## src/rtl/subneg_bus_pkg.sv

```systemverilog
// Shared constants for the SUBNEG external memory bus: data width, the
// output-port address and the idle levels of the core's bus strobes.
package subneg_bus_pkg;

  localparam int unsigned DATA_W = 8;

  localparam logic [DATA_W-1:0] OUT_ADDR = 8'hFF;

  // Idle (reset) levels of the core strobes
  localparam logic LATCH_IDLE = 1'b0;
  localparam logic WE_N_IDLE  = 1'b1;
  localparam logic OE_N_IDLE  = 1'b1;
  localparam logic OUT_IDLE   = 1'b0;

endpackage : subneg_bus_pkg

```

## src/rtl/subneg_edge_det.sv

```systemverilog
// One-bit edge detector: registered history of a level sampled in the clk
// domain, reset to a configurable idle level so no edge fires out of reset.
module subneg_edge_det #(
  parameter logic RST_VAL = 1'b0
) (
  input  logic clk,
  input  logic rst_n,
  input  logic d_i,
  output logic rise,
  output logic fall
);

  logic hist_q;

  always_ff @(posedge clk or negedge rst_n) begin
    if (!rst_n) begin
      hist_q <= RST_VAL;
    end else begin
      hist_q <= d_i;
    end
  end

  assign rise = d_i & ~hist_q;
  assign fall = ~d_i & hist_q;

endmodule : subneg_edge_det

```

## src/rtl/subneg_mem_responder.sv

```systemverilog
// Memory-side responder for the SUBNEG core: address latch, flop-array SRAM,
// output latch, plus a host load port usable while the core is held off.
module subneg_mem_responder
  import subneg_bus_pkg::*;
#(
  parameter int unsigned ADDR_W = 5
) (
  input  logic                clk,
  input  logic                rst_n,
  input  logic                latch_clk_i,
  input  logic                oe_n_i,
  input  logic                we_n_i,
  input  logic                out_clk_i,
  input  logic [DATA_W-1:0]   bus_i,
  output logic [DATA_W-1:0]   bus_o,
  output logic                bus_oe,
  output logic [DATA_W-1:0]   out_q,
  input  logic                ld_en,
  input  logic                ld_we,
  input  logic [ADDR_W-1:0]   ld_addr,
  input  logic [DATA_W-1:0]   ld_wdata,
  output logic [DATA_W-1:0]   ld_rdata,
  output logic [7:0]          wr_count,
  output logic                err
);

  localparam int unsigned DEPTH = 1 << ADDR_W;

  logic [DATA_W-1:0] mem_q [DEPTH];
  logic [DATA_W-1:0] addr_q, addr_d;
  logic [DATA_W-1:0] out_d;
  logic [7:0]        wr_count_q, wr_count_d;
  logic              err_q, err_d;

  logic              latch_rise, latch_fall;
  logic              we_rise, we_fall;
  logic              out_rise, out_fall;

  logic              core_wr_c;
  logic              host_wr_c;
  logic [ADDR_W-1:0] idx_c;

  subneg_edge_det #(.RST_VAL(LATCH_IDLE)) u_latch_edge (
    .clk   (clk),
    .rst_n (rst_n),
    .d_i   (latch_clk_i),
    .rise  (latch_rise),
    .fall  (latch_fall)
  );

  subneg_edge_det #(.RST_VAL(WE_N_IDLE)) u_we_edge (
    .clk   (clk),
    .rst_n (rst_n),
    .d_i   (we_n_i),
    .rise  (we_rise),
    .fall  (we_fall)
  );

  subneg_edge_det #(.RST_VAL(OUT_IDLE)) u_out_edge (
    .clk   (clk),
    .rst_n (rst_n),
    .d_i   (out_clk_i),
    .rise  (out_rise),
    .fall  (out_fall)
  );

  assign idx_c = addr_q[ADDR_W-1:0];

  // Next-state for the core-side registers; every event uses the pre-edge addr_q
  always_comb begin
    addr_d     = addr_q;
    out_d      = out_q;
    wr_count_d = wr_count_q;
    err_d      = err_q;
    core_wr_c  = 1'b0;
    host_wr_c  = ld_en & ld_we;

    if (!ld_en) begin
      if (latch_rise) begin
        addr_d = bus_i;
      end
      if (out_rise) begin
        out_d = bus_i;
      end
      if (we_fall) begin
        if (oe_n_i) begin
          core_wr_c  = 1'b1;
          wr_count_d = wr_count_q + 8'(1);
        end else begin
          err_d = 1'b1;
        end
      end
    end
  end

  always_ff @(posedge clk or negedge rst_n) begin
    if (!rst_n) begin
      addr_q     <= '0;
      out_q      <= '0;
      wr_count_q <= '0;
      err_q      <= 1'b0;
    end else begin
      addr_q     <= addr_d;
      out_q      <= out_d;
      wr_count_q <= wr_count_d;
      err_q      <= err_d;
    end
  end

  // Host and core writes are mutually exclusive: core writes require ld_en low
  always_ff @(posedge clk or negedge rst_n) begin
    if (!rst_n) begin
      for (int i = 0; i < int'(DEPTH); i++) begin
        mem_q[i] <= '0;
      end
    end else if (host_wr_c) begin
      mem_q[ld_addr] <= ld_wdata;
    end else if (core_wr_c) begin
      mem_q[idx_c] <= bus_i;
    end
  end

  assign bus_oe   = ~oe_n_i;
  assign bus_o    = mem_q[idx_c];
  assign ld_rdata = mem_q[ld_addr];
  assign wr_count = wr_count_q;
  assign err      = err_q;

  logic unused_c;
  assign unused_c = ^{latch_fall, we_rise, out_fall, addr_q};

endmodule : subneg_mem_responder

```

## config.mk

```make
export PLATFORM = sky130hd
export DESIGN_NAME = subneg_mem_responder
export DESIGN_NICKNAME = d
export VERILOG_FILES = /design/src/rtl/subneg_bus_pkg.sv /design/src/rtl/subneg_edge_det.sv /design/src/rtl/subneg_mem_responder.sv
export SDC_FILE = /design/constraint.sdc
export NUM_CORES = 1
export LEC_CHECK = 0
export BUFFER_PORTS_ARGS = -buffer_cell sky130_fd_sc_hd__buf_2
export CAP_MARGIN = 25
export CORE_UTILIZATION = 45
export CTS_BUF_LIST = sky130_fd_sc_hd__clkbuf_8
export DETAILED_ROUTE_END_ITERATION = 7
export PLACE_DENSITY = 0.65
export SETUP_SLACK_MARGIN = 0.3
export SLEW_MARGIN = 20
export SYNTH_ARGS = -nofsm -noshare
export SYNTH_HDL_FRONTEND = slang
export SYNTH_SLANG_ARGS = --single-unit
```

## constraint.sdc

```tcl
create_clock -name clk -period 5.8 [get_ports clk]
set_clock_uncertainty 0.05 [all_clocks]
set_input_delay 0.87 -clock clk [delete_from_list [all_inputs] [get_ports clk]]
set_output_delay 0.87 -clock clk [all_outputs]
set_load 0.05 [all_outputs]
```

Word level (Yosys, flattened, before mapping)
Index checks and enable logic that the tools add are counted. Widths: inputs -> output; s select.

Flip-flop bits (word level): 281. Output and inout port bits: 34. Word-level logic and storage cells: 79. Input port bits: 29.

Order comparisons: 4. Reduce and logical (&&, ||, !) cells: 7. Add/subtract/negate cells: 1. Multiplexer cells: 17. Bitwise gates (word level): 11.

Operators with widths (number): $bwmux 256 (2); $mux 256 (2); $bmux 8 s5 (2); $demux 8 s5 (2); $mux 8 (6); $ge 6x6->1 const B (2); $lt 6x1->1 const B (2); $not 5->6 (2); $add 8x1->8 const B (1); $reduce_and 3->1 (2); $not 1->1 (5); $and 1x1->1 (4); $reduce_and 2->1 (2); $mux 1 (3); $logic_and 1x1->1 (2); $reduce_bool 2->1 (1).

Logic depth before layout (Yosys ltp)
Word-level depth: 8. Gate-level depth with buffers: 8.

Hierarchy
A second synthesis with hierarchy kept.

Cell total of the unflattened synthesis: 1600. Area total of the unflattened synthesis: 17608.1 µm².

Modules (own cells, without submodules): subneg_mem_responder (area an instance 17486.8 µm², cells each 1591, times used 1); subneg_edge_det at u_latch_edge ... (area an instance 40.0 µm², cells each 3, times used 2); subneg_edge_det at u_we_edge (area an instance 41.3 µm², cells each 3, times used 1).

Worst setup path after synthesis
OpenSTA, ideal clock, no wires.

Path kind: input to output. Start point: input port ld_addr[0]. End point: output port ld_rdata[3]. Buffers on the path: 3. Stages: 7. Arrival: 2.676 ns. Path slack: 2.204 ns. Required time: 4.880 ns. Cell sequence: clkbuf_1 buf_2 clkbuf_1 mux2i_1 o22ai_1 nor4_1 nand2_1.

Longest elaborated chain between the ends: 4.

RTL lines: from (decl) (line subneg_mem_responder.sv:20) `input logic [ADDR_W-1:0] ld_addr,`; $not 5->6 (implied by the code) (line subneg_mem_responder.sv:125) `assign ld_rdata = mem_q[ld_addr];`; $bmux 8 s5 (line subneg_mem_responder.sv:125); $mux 8 (implied by the code) (2 in a row) (line subneg_mem_responder.sv:125); to (decl) (line subneg_mem_responder.sv:22) `output logic [DATA_W-1:0] ld_rdata,`.

Every way passes these cells. The select of a mux whose other input is x is not followed.

Final worst setup path
Start point: register addr_q[0]. End point: output port bus_o[4].

Longest elaborated chain between the ends: 4.

RTL lines: from (decl) (line subneg_mem_responder.sv:30) `logic [DATA_W-1:0] addr_q, addr_d;`; from (signal assigned) (line subneg_mem_responder.sv:103) `addr_q <= addr_d;`; $not 5->6 (implied by the code) (line subneg_mem_responder.sv:124) `assign bus_o = mem_q[idx_c];`; $bmux 8 s5 (line subneg_mem_responder.sv:124); $mux 8 (implied by the code) (2 in a row) (line subneg_mem_responder.sv:124); to (decl) (line subneg_mem_responder.sv:15) `output logic [DATA_W-1:0] bus_o,`.

Every way passes these cells. The select of a mux whose other input is x is not followed.

==> impl_metrics.yaml <==
status:
  outcome: "complete, no violations"
detailed_routing:
  detail_route.iter0.violations: 2271
  detail_route.vias_per_cell: 6.955
  drcViolationCount: 0
  postRouteAntennaNets: 0
  route.final.wire_length_microns: 69660
  total_number_of_vias: 16200
  routed_wire_length_per_instance_microns: 29.91
  firstDrtPassIters: 6
global_routing:
  grt_first_pass_wirelength_microns: 102200
  first_global_vias: 15120
  pin_count_of_the_biggest_net_entering_global_routing: 118
  number_of_antenna_violations_at_the_first_check_in_global_routing: 1
  global_route.overflow_total: 0
  grt_usage_pct: 35.61
cells_and_area:
  antenna_cells: 0
  fill_cells: 3533
  nNetsFinal: 1809
  area_growth_syn_to_layout_pct: 8.648
  drive_above_1_share_pct: 15.35
  fin_area_sq_um: 18800
logic_synthesis:
  yosys_register_bits: 281
  mean_instance_size_in_the_synthesized_netlist_sq_um: 9.550
  yosys_warnings: 0
  mappedNetlistNets: 1842
  seq_area_frac_synth_pct: 40.64
  yosysUniqueCellTypes: 47
  post_synth_main_area_contributors: "dfrtp_1 40%, mux2i_1 15%, a22oi_1 8.7%, o22ai_1 6.7%, a21oi_1 5.6%"
  synth_largest_area_cell: "dfrtp_1"
  async_flop_share_pct: 100.0
  yosys_most_used_dff: "dfrtp_1"
  netlist.area_leader.share_pct: 40.49
  synth_edf_count: 0
  netlist_instances: 1812
  syn-cell-area_sq_um: 17300
setup_path:
  critical_path.endpoint_type: "output port"
  critical_path.max_fanout: 66
  worst_ep_arrival_ns: 3.85
  regToRegStartpoint: "addr_q[0]"
  startpoint: "addr_q[0]"
  critical_path_class: "flop to output port"
  startpoint_types: "flop"
  crit_required_ns: 4.88
clock_tree:
  clock_tree.buffer_depth: 3
  cts-root-buf: "clkbuf_8"
  cts_repair_resize_count: 0
  post_cts_hold_buffer_count: 0
  cts_num_sinks: 281
  clock_tree_from_tritoncts: "yes"
  clk_pin_slew_worst_paths_ns: 0.07
  inserted_clock_buffers: 51
  h-tree-depth: 2
  clock_insertion_delay_worst_skew_ns: 0.65
  cts_setup_buffers: 0
timing:
  timing.final.max_slew_violations: 0
  fin_crit_ns: 4.766
  endpoints_failing_setup: 0
  post-route-period-util_pct: 82.17
  final_hold_viol_count: 0
  maxSlewHeadroom_pct: 26.68
  max_freq_ghz: 0.2098
  slew_at_the_pin_closest_to_its_max_slew_limit_ns: 1.100
  grt_setup_unrepaired: "false"
  setup_total_negative_slack_ns: 0
floorplan:
  floorplan.die.width_microns: 198.1
  floorplan.die_area_sq_um: 39240
  pin_count: 63
  dieHeight_microns: 198.1
  floorplan.initialDensity_pct: 45.83
  rows: 71
  core_region_area_sq_um: 37760
placed_design:
  io_buffer_count: 62
  placement.cell_area_sq_um: 17760
  gp_congestion: 1.052
  dpl.hpwl_microns: 47220
min_path:
  holdCritPathClass: "input port to async pin"
flow_run:
  drv_cap: 0
power_and_ir_drop:
  power.static_leakage_nw: 7.707
  power_density_nw_per_um2: 370.2
  ir_drop_mv: 0.1458
[metrics by stage]
step	util [%]	total power (W)	worst slack [ns]	instances	hold slack [ns]
2_1_floorplan	-	0.004161	2.204	1812	0.4208
3_3_place_gp	47.03	0.004932	1.560	2236	0.3987
3_5_place_dp	47.03	0.004981	1.569	2236	0.4070
4_1_cts	49.78	0.006905	1.146	2328	0.2228
5_1_grt	49.80	0.007222	1.036	2329	0.2695
6_report	49.80	0.006960	1.034	2329	0.1957
[Yosys cell counts, drive strengths merged (9+ instances only)]
cell     number
nand3b       10
nor4         32
a22oi       200
dfrtp       280
nor2        244
o32ai        24
nand2        52
mux2         69
a21oi       192
nand4bb      10
buf          84
clkbuf       82
mux2i       256
o22ai       189
and2          9
nand4b       10
[final timing paths]
kind | endpoint | slack [ns] | cells past startpoint
min in group clk | u_latch_edge.hist_q | 0.30 | 1
max reg2reg | mem_q[18] | 2.21 | 4
max in group asynchronous | mem_q[10] | 3.99 | 2
min reg2reg | wr_count[7] | 0.42 | 1
max | bus_o[4] | 1.03 | 6
min | wr_count[7] | 0.20 | 1
[state kept, by name, indices dropped and copies added (netlist names)]
register / count
mem_q: 256
out_q: 8
u_we_edge.hist_q: 1
wr_count: 8
addr_q: 5
u_latch_edge.hist_q: 1
err: 1
u_out_edge.hist_q: 1
[layout make-up]
class	instances	area [sq um]	share of cell area, %
Multi-Input combinational cell	1364	9597	51.04
Timing Repair Buffer	80	486.7	2.589
Inverter	1	3.754	0.01997
Sequential cell	281	7037	37.43
Clock buffer	68	935.9	4.978
Clock inverter	24	101.3	0.5391
Tap cell	511	639.4	3.401
[layout by cell type, fill, tap and decap left out, drive strengths merged, types with 32 or more instances in the layout]
| cell | n |
|---|---|
| dfrtp | 280 |
| mux2i | 256 |
| nor2 | 244 |
| a22oi | 200 |
| a21oi | 192 |
| o22ai | 189 |
| buf | 80 |
| mux2 | 69 |
| clkbuf | 68 |
| nand2 | 52 |
| nor4 | 32 |
[metal layers]
layer	part of all wire, %	up-vias	GRT usage, %
met4	4.9	0	17.28
met5	0	-	0
li1	-	6868	-
met2	44	1153	53.03
met3	12	238	8.193
met1	40	7939	48.60
[kinds of logic after synthesis]
kind of cell    after synthesis  share of synthesized area (%)
buf+inv                     167                          4.071
fa+ha+maj                     1                        0.07230
mux                         325                          19.30
flops                       281                          40.64
compound gates              616                          23.85
xor+xnor                      7                         0.3543
simple gates                415                          11.71
[power breakdown]
part           total, W  leakage [nW]  switching, W  internal [W]
sequential      0.00301          3.62      0.000590       0.00242
combinational   0.00202          3.48       0.00133      0.000698
clock           0.00193         0.608      0.000891       0.00104
[worst max-delay path, stage by stage (launching register included)]
cell     delay [ns]
dfrtp_4        1.12
buf_4          0.41
mux2i_1        0.23
o22ai_1        0.10
nor4_1         0.76
nand2_1        0.23
buf_2          0.28
No activity file was read; power rests on OpenSTA's default activity.
